## config.mk

```make
export PLATFORM = sky130hd
export DESIGN_NAME = fprti_job_loader
export DESIGN_NICKNAME = d
export VERILOG_FILES = /design/src/rtl/fprti_pkg.sv /design/src/rtl/fprti_job_loader.sv
export SDC_FILE = /design/constraint.sdc
export NUM_CORES = 1
export LEC_CHECK = 0
export CORE_AREA = 2 2 228 230
export CTS_CLUSTER_SIZE = 10
export DETAILED_ROUTE_END_ITERATION = 16
export DIE_AREA = 0 0 230 232
export PLACE_DENSITY_LB_ADDON = 0.05
export SLEW_MARGIN = 20
export SYNTH_ARGS = -nofsm -noshare
export SYNTH_HDL_FRONTEND = slang
export SYNTH_SLANG_ARGS = --single-unit
```

## constraint.sdc

```tcl
create_clock -name clk -period 2.6 [get_ports clk]
set_input_delay 0.78 -clock clk [delete_from_list [all_inputs] [get_ports clk]]
set_output_delay 0.78 -clock clk [all_outputs]
set_load 0.01 [all_outputs]
```

## src/rtl/fprti_pkg.sv

```systemverilog
// rtl/fprti_pkg.sv - shared constants, state enum and operand map for the job loader
package fprti_pkg;

    localparam int FPRTI_NUM_REGS = 15;

    typedef enum logic [1:0] {
        ST_LOAD  = 2'd0,
        ST_START = 2'd1,
        ST_WAIT  = 2'd2,
        ST_RESP  = 2'd3
    } fprti_state_e;

    // Operand word map presented to the intersection unit
    localparam int RO_X = 0;
    localparam int RO_Y = 1;
    localparam int RO_Z = 2;
    localparam int RD_X = 3;
    localparam int RD_Y = 4;
    localparam int RD_Z = 5;
    localparam int P0_X = 6;
    localparam int P0_Y = 7;
    localparam int P0_Z = 8;
    localparam int P1_X = 9;
    localparam int P1_Y = 10;
    localparam int P1_Z = 11;
    localparam int P2_X = 12;
    localparam int P2_Y = 13;
    localparam int P2_Z = 14;

    localparam logic [31:0] FPRTI_RES_TIMEOUT = 32'hFFFF_FFFF;
    localparam logic [31:0] FPRTI_RES_FRAMING = 32'h0000_0000;

endpackage

```

## src/rtl/fprti_job_loader.sv

```systemverilog
// rtl/fprti_job_loader.sv - loads a ray/triangle job, starts the intersection unit, returns its result
//
// Ports:
//   clk, rst                      clock, synchronous active-high reset
//   in_valid/in_ready/in_data/in_last   job word stream (one word per handshake)
//   fprti_regs                    NUM_REGS x 32-bit operand array, word i at [i*32 +: 32]
//   int_start                     one-cycle start pulse to the intersection unit
//   int_done/int_result           intersection unit completion and return value
//   res_valid/res_ready/res_data/res_err   result handshake, res_err flags framing error or timeout
//
// Optional feature: define FPRTI_TIMEOUT_EN to add a WAIT-state watchdog of
// TIMEOUT_CYCLES cycles; without it WAIT holds until int_done.
module fprti_job_loader
    import fprti_pkg::*;
#(
    parameter int NUM_REGS       = FPRTI_NUM_REGS,
    parameter int TIMEOUT_CYCLES = 1024
) (
    input  logic                    clk,
    input  logic                    rst,
    input  logic                    in_valid,
    output logic                    in_ready,
    input  logic [31:0]             in_data,
    input  logic                    in_last,
    output logic [NUM_REGS*32-1:0]  fprti_regs,
    output logic                    int_start,
    input  logic                    int_done,
    input  logic [31:0]             int_result,
    output logic                    res_valid,
    input  logic                    res_ready,
    output logic [31:0]             res_data,
    output logic                    res_err
);

    localparam int IDX_W = (NUM_REGS > 1) ? $clog2(NUM_REGS) : 1;
    localparam logic [IDX_W-1:0] LAST_IDX = IDX_W'(NUM_REGS - 1);

    // Elaboration-time sanity check keeps the watchdog limit meaningful in every build
    if (TIMEOUT_CYCLES < 1) begin : g_timeout_range
        $error("TIMEOUT_CYCLES must be at least 1");
    end

    fprti_state_e           state_q, state_d;
    logic [IDX_W-1:0]       idx_q, idx_d;
    logic [NUM_REGS*32-1:0] regs_q, regs_d;
    logic [31:0]            res_data_q, res_data_d;
    logic                   res_err_q, res_err_d;

`ifdef FPRTI_TIMEOUT_EN
    localparam int CNT_W = (TIMEOUT_CYCLES > 1) ? $clog2(TIMEOUT_CYCLES) : 1;
    localparam logic [CNT_W-1:0] CNT_LAST = CNT_W'(TIMEOUT_CYCLES - 1);
    logic [CNT_W-1:0]       cnt_q, cnt_d;
`endif

    always_comb begin
        state_d    = state_q;
        idx_d      = idx_q;
        regs_d     = regs_q;
        res_data_d = res_data_q;
        res_err_d  = res_err_q;
`ifdef FPRTI_TIMEOUT_EN
        cnt_d      = cnt_q;
`endif
        case (state_q)
            ST_LOAD: begin
                if (in_valid) begin
                    regs_d[int'(idx_q)*32 +: 32] = in_data;
                    // in_last must coincide exactly with the final slot; any other
                    // combination is a framing error and the job is dropped
                    if ((idx_q == LAST_IDX) && in_last) begin
                        state_d = ST_START;
                        idx_d   = '0;
                    end else if ((idx_q == LAST_IDX) || in_last) begin
                        state_d    = ST_RESP;
                        idx_d      = '0;
                        res_data_d = FPRTI_RES_FRAMING;
                        res_err_d  = 1'b1;
                    end else begin
                        idx_d = idx_q + 1'b1;
                    end
                end
            end
            ST_START: begin
                state_d = ST_WAIT;
`ifdef FPRTI_TIMEOUT_EN
                cnt_d   = '0;
`endif
            end
            ST_WAIT: begin
                // int_done wins over a watchdog expiry in the same cycle
                if (int_done) begin
                    state_d    = ST_RESP;
                    res_data_d = int_result;
                    res_err_d  = 1'b0;
                end
`ifdef FPRTI_TIMEOUT_EN
                else if (cnt_q == CNT_LAST) begin
                    state_d    = ST_RESP;
                    res_data_d = FPRTI_RES_TIMEOUT;
                    res_err_d  = 1'b1;
                end else begin
                    cnt_d = cnt_q + 1'b1;
                end
`endif
            end
            ST_RESP: begin
                if (res_ready) begin
                    state_d = ST_LOAD;
                    idx_d   = '0;
                end
            end
            default: state_d = ST_LOAD;
        endcase
    end

    always_ff @(posedge clk) begin
        if (rst) begin
            state_q    <= ST_LOAD;
            idx_q      <= '0;
            regs_q     <= '0;
            res_data_q <= '0;
            res_err_q  <= 1'b0;
`ifdef FPRTI_TIMEOUT_EN
            cnt_q      <= '0;
`endif
        end else begin
            state_q    <= state_d;
            idx_q      <= idx_d;
            regs_q     <= regs_d;
            res_data_q <= res_data_d;
            res_err_q  <= res_err_d;
`ifdef FPRTI_TIMEOUT_EN
            cnt_q      <= cnt_d;
`endif
        end
    end

    assign in_ready   = (state_q == ST_LOAD);
    assign int_start  = (state_q == ST_START);
    assign res_valid  = (state_q == ST_RESP);
    assign res_data   = res_data_q;
    assign res_err    = res_err_q;
    assign fprti_regs = regs_q;

endmodule

```

# Word level (Yosys, flattened, before mapping)
# Cells that the tools add are included.
# classes
addsub	2
reduce_logical	9
n_eq_ne	10
shift	2
n_mux	22
# op_table
op	n
$bwmux 480	1
$shift 32x33->480 const A	1
$shiftx 32x33->480	1
$mux 32	4
$pmux 32 s2	1
$neg 9->33	1
$mux 4	4
$mux 2	5
$pmux 2 s4	1
$pmux 4 s2	1
$ne 2x2->1 const B	3
$reduce_and 5->1	1
$add 4x1->4 const B	1
$eq 2x2->1 const B	2
$eq 4x4->1 const B	1
$mux 1	4
$ne 2x1->1 const B	2
$reduce_and 4->1	1
$reduce_bool 2->1	2
$ne 3x1->1 const B	1
$reduce_and 3->1	1
$eq 2x1->1 const B	1
$logic_not 2->1	1
$pmux 1 s2	1
3 further kinds	3
# totals
out_inout_bits	516
wordCells	50
reg_bits	519
input_bits	70

# Logic depth before layout (Yosys ltp)
# depth
ltp_word	6
ltp_mapped	11

# Worst setup path after synthesis
# OpenSTA, ideal clock, no wires.
# synth_timing
kind	register to register
startpoint	register idx_q[0]
endpoint	register regs_q[11] (netlist: fprti_regs[11])
stages_incl_launch_ff	11
n_path_buf	4
t_required_ns	2.477
path_slack_ns	-0.131
t_arrival_ns	2.608
cell_sequence	dfxtp_1 buf_2 clkbuf_1 nor3_1 ha_1 inv_1 clkbuf_1 and4_1 o2111ai_1 buf_2 mux2_1
# synth_via
elab_chain_len	3
# synth_lines
item	line_no	source
from (decl)	fprti_job_loader.sv:44	logic [IDX_W-1:0] idx_q, idx_d;
from (signal assigned)	fprti_job_loader.sv:128	idx_q <= idx_d;
$neg 9->33 (*)	fprti_job_loader.sv:67	regs_d[int'(idx_q)*32 +: 32] = in_data;
$shiftx 32x33->480 or $shift 32x33->480 (tied branches)	fprti_job_loader.sv:67	
$bwmux 480 (*)	fprti_job_loader.sv:67	
to (signal assigned)	fprti_job_loader.sv:129	regs_q <= regs_d;
to (decl)	fprti_job_loader.sv:45	logic [NUM_REGS*32-1:0] regs_q, regs_d;
# Mark *: on every way between the ends. The rest lies on a longest branch, timed or not.
# A chain may end at the register's enable or synchronous reset.

# Worst setup path in the final report
# layout_timing
startpoint	register state_q[0]
endpoint	output in_ready
# layout_via
elab_chain_len	1
# layout_lines
item	line_no	source
from (decl)	fprti_job_loader.sv:43	fprti_state_e state_q, state_d;
from (signal assigned)	fprti_job_loader.sv:127	state_q <= state_d;
$logic_not 2->1	fprti_job_loader.sv:138	assign in_ready = (state_q == ST_LOAD);
to (decl)	fprti_job_loader.sv:22	output logic in_ready,
# Every way passes these cells.

==> results.py <==
metrics = {
    "placement": {
        "io_buffer_count": 585,
        "place_inst": 3502,
        "post-dp-hpwl_um": 58800,
        "place_congestion": 0.895,
    },
    "synthesis": {
        "ys_async_sr_fraction_pct": 0,
        "netlist_top_cells_area": "dfxtp_1, nand2b_1, nand4_1",
        "syn_nets": 2396,
        "synth-main-ff-cell": "dfxtp_1",
        "synth_top_area_cell": "dfxtp_1",
        "yosys_warnings": 0,
        "synth_edf_count": 0,
        "seq_area_frac_synth_pct": 49.6,
        "avgSynthCellArea_sq_um": 9.03,
        "yosysUniqueCellTypes": 54,
        "ys_seq_elements": 519,
        "syn_inst": 2318,
        "synth_top_area_share_pct": 49.6,
        "synth_area_sq_um": 20900,
    },
    "detailed_routing": {
        "drtAntennaViolNets": 0,
        "finalWirelength_um": 84700,
        "drtIter0Drc": 2020,
        "drt-pass1-iter-count": 5,
        "drc": 0,
        "via_per_inst": 5.56,
        "wire_per_inst_um": 23.7,
        "vias": 19899,
    },
    "finish": {
        "drive_above_1_share_pct": 10.6,
        "area_growth_pct": 43.3,
        "n_fill_cell": 4465,
        "stdcell_count": 3581,
        "nets": 2961,
    },
    "worst_setup_path": {
        "r2r_cells": 8,
        "path_class": "flop to output port",
        "rrSetupSlack_ns": 0.14,
        "cp-end-kind": "output port",
        "required_ns": 1.82,
        "crit_chain": "inv_1, ha_1, dlygate4sd2_1",
        "worst-path-max-fanout": 5,
        "max_stage_delay_ns": 0.39,
        "rr_startpoint": "idx_q[1]$_SDFFE_PP0P_",
        "cp_data_arrival_time_ns": 1.72,
        "crit_end": "in_ready",
        "start_kind": "flop",
        "crit_path_top_delay_cell": "dfxtp_1",
        "reg2reg_to": "fprti_regs[5]$_SDFFE_PP0P_",
        "cp-startpoint": "state_q[0]$_SDFFE_PP0P_",
    },
    "floorplanning": {
        "die_h_um": 232,
        "ioPinCount": 586,
        "dieArea_sq_um": 53400,
        "die_w_um": 230,
        "start_util_pct": 41.2,
        "rows": 83,
        "core-area_sq_um": 50900,
    },
    "grt": {
        "grt_overflow_total": 0,
        "grt_pass1_vias": 18913,
        "grt_pass1_wl_um": 123000,
        "grt_usage_pct": 30.3,
        "antenna_found_initial": 9,
        "grt_max_degree": 143,
    },
    "clock_network": {
        "cts_buffers": 59,
        "clock-sinks": 519,
        "htreeDepth": 2,
        "hold_buffers": 0,
        "clkLatencyLatePin_ns": 0.62,
        "cts_setup_buffers": 0,
        "clock_path_buffers": 3,
        "cts-resized-gates": 4,
        "clock_tree.root_cell": "clkbuf_16",
        "cts_tree": "built",
        "clk_pin_slew_ns": 0.06,
    },
    "pwr": {
        "switching_share_pct": 26.4,
        "combinationalPowerShare_pct": 15.0,
        "p_seq_share_pct": 44.6,
        "clkPwrFrac_pct": 40.4,
        "p_leak_uw": 0.0105,
        "p_int_uw": 13600,
        "max-vdd-ir-drop_mv": 0.538,
        "cellPowerDensity_nw_per_um2": 616,
        "total_power_uw": 18500,
        "power_switching_uw": 4880,
    },
    "timing": {
        "rsz0062_at_grt": "false",
        "max_freq_mhz": 400,
        "fin_crit_ns": 2.50,
        "finalCritPeriodShare_pct": 96.1,
        "finalClockSkew_ns": 0.0148,
        "tightest_slew_ns": 0.971,
        "maxSlewHeadroom_pct": 35.2,
        "hold_violations": 0,
        "hold_slack_ns": 0.451,
        "setup_viol_count_final": 0,
        "slew_viol_final": 0,
    },
    "status": {
        "outcome": "completed",
    },
    "run": {
        "max_cap_viol_count": 0,
    },
    "hold_path": {
        "hold_class": "flop to flop",
    },
}
## registers in the layout (all words and copies together), names as in the netlist
register    cells
fprti_regs    480
res_err         1
state_q         2
res_data       32
idx_q           4
## power groups by stage
stage	registers [uW]	logic, uW	clock network [uW]
floorplan	8470	1280	0
global placement	8400	2720	0
detailed placement	8400	2750	0
CTS	8230	2760	7570
global route	8250	2920	7860
finish	8230	2770	7460
## cell usage after synthesis, types with 3 or more instances
cell and count:
nand2b_1 297, mux2i_1 63, nand3b_1 12, buf_6 3, nor3_1 14, buf_4 13
and4_1 3, nor2_1 32, a31oi_1 5, ha_1 8, inv_1 8, and3_1 6
nand3_1 180, nor4_2 5, nand4_1 197, clkbuf_2 3, and2_1 7, buf_1 7
a2111oi_2 3, a22o_1 64, mux2_1 7, o21ai_1 49, dfxtp_1 519, nand2_1 115
nor2b_1 82, mux2_2 37, buf_2 54, o21ai_0 233, a21oi_1 102, clkbuf_1 162
## through the flow
stage	TNS [ns]	setup slack (ns)	util, %	area (sq um)
2_1_floorplan	0	0.0751	-	20900
3_3_place_gp	-1.99	-0.0725	55.7	28300
3_5_place_dp	-4.53	-0.104	55.7	28300
4_1_cts	0	0.00424	58.9	30000
5_1_grt	0	0.0301	58.9	30000
6_report	0	0.102	59.0	30000
## critical path, delay by kind of cell, from the launching register on
family	cells	cell delay, ns
adder cells (fa/ha/maj)	1	0.28
buffers and inverters	2	0.44
flip-flops	1	0.39
## how the worst min path moves through the flow
stage / depth (start not counted) / slack [ns] / endpoint / from
3_3_place_gp: 2 / 0.44 / fprti_regs[353]$_SDFFE_PP0P_ / fprti_regs[353]$_SDFFE_PP0P_
3_5_place_dp: 2 / 0.44 / fprti_regs[465]$_SDFFE_PP0P_ / fprti_regs[465]$_SDFFE_PP0P_
5_1_grt: 2 / 0.47 / fprti_regs[475]$_SDFFE_PP0P_ / fprti_regs[475]$_SDFFE_PP0P_
2_1_floorplan: 2 / 0.48 / fprti_regs[352]$_SDFFE_PP0P_ / fprti_regs[352]$_SDFFE_PP0P_
4_1_cts: 2 / 0.45 / fprti_regs[465]$_SDFFE_PP0P_ / fprti_regs[465]$_SDFFE_PP0P_
6_report: 2 / 0.45 / fprti_regs[448]$_SDFFE_PP0P_ / fprti_regs[448]$_SDFFE_PP0P_
## kinds of logic (layout without fill, tap and decap cells)
| logic type | after synthesis | in the layout | share of synthesized area, % |
|---|---|---|---|
| other | 0 | 4 | 0 |
| DFF | 519 | 519 | 49.6 |
| and+or+nand+nor | 965 | 965 | 26.5 |
| buffers and inverters | 250 | 829 | 5.16 |
| adders and majority gates | 8 | 8 | 0.478 |
| muxes | 107 | 107 | 5.38 |
| AOI/OAI and AO/OA | 467 | 467 | 12.7 |
| xor gates and xnor gates | 2 | 2 | 0.155 |
## final cells by class
type	instances	area, sq um	area share, %
antenna	4	10.0	0.0334
clock buffer	71	1570	5.24
clock inverter	4	60.1	0.200
inverter	8	30.0	0.100
multi-input combinational	1549	9660	32.2
sequential	519	10400	34.6
tap	680	851	2.84
timing repair buffer	746	7420	24.7
## routing by layer
metal / GRT usage (%) / wire length (um) / part of all wire, % / vias to the layer above
met5: 0 / 62 / 0.073 / -
met4: 11.4 / 3190 / 3.8 / 10
met3: 7.06 / 6570 / 7.8 / 166
met2: 48.6 / 39300 / 46 / 869
met1: 39.6 / 35600 / 42 / 9613
li1: - / - / - / 9241
## cell usage in the layout, fill, tap and decap left out, drive strengths merged, types with 7 or more instances in the layout
cell	netlist	routed
nand4	197	197
clkbuf	165	71
mux2	44	44
nand3b	13	13
dfxtp	519	519
clkdlybuf4s50	0	581
nor2	32	32
a21oi	102	102
nand2	115	115
nand2b	297	297
a22o	64	64
nor3	16	16
nand3	181	181
mux2i	63	63
inv	8	9
and2	7	7
nor2b	82	82
buf	77	162
o21ai	283	283
ha	8	8
Note: power is estimated with default switching activity, not from simulation.
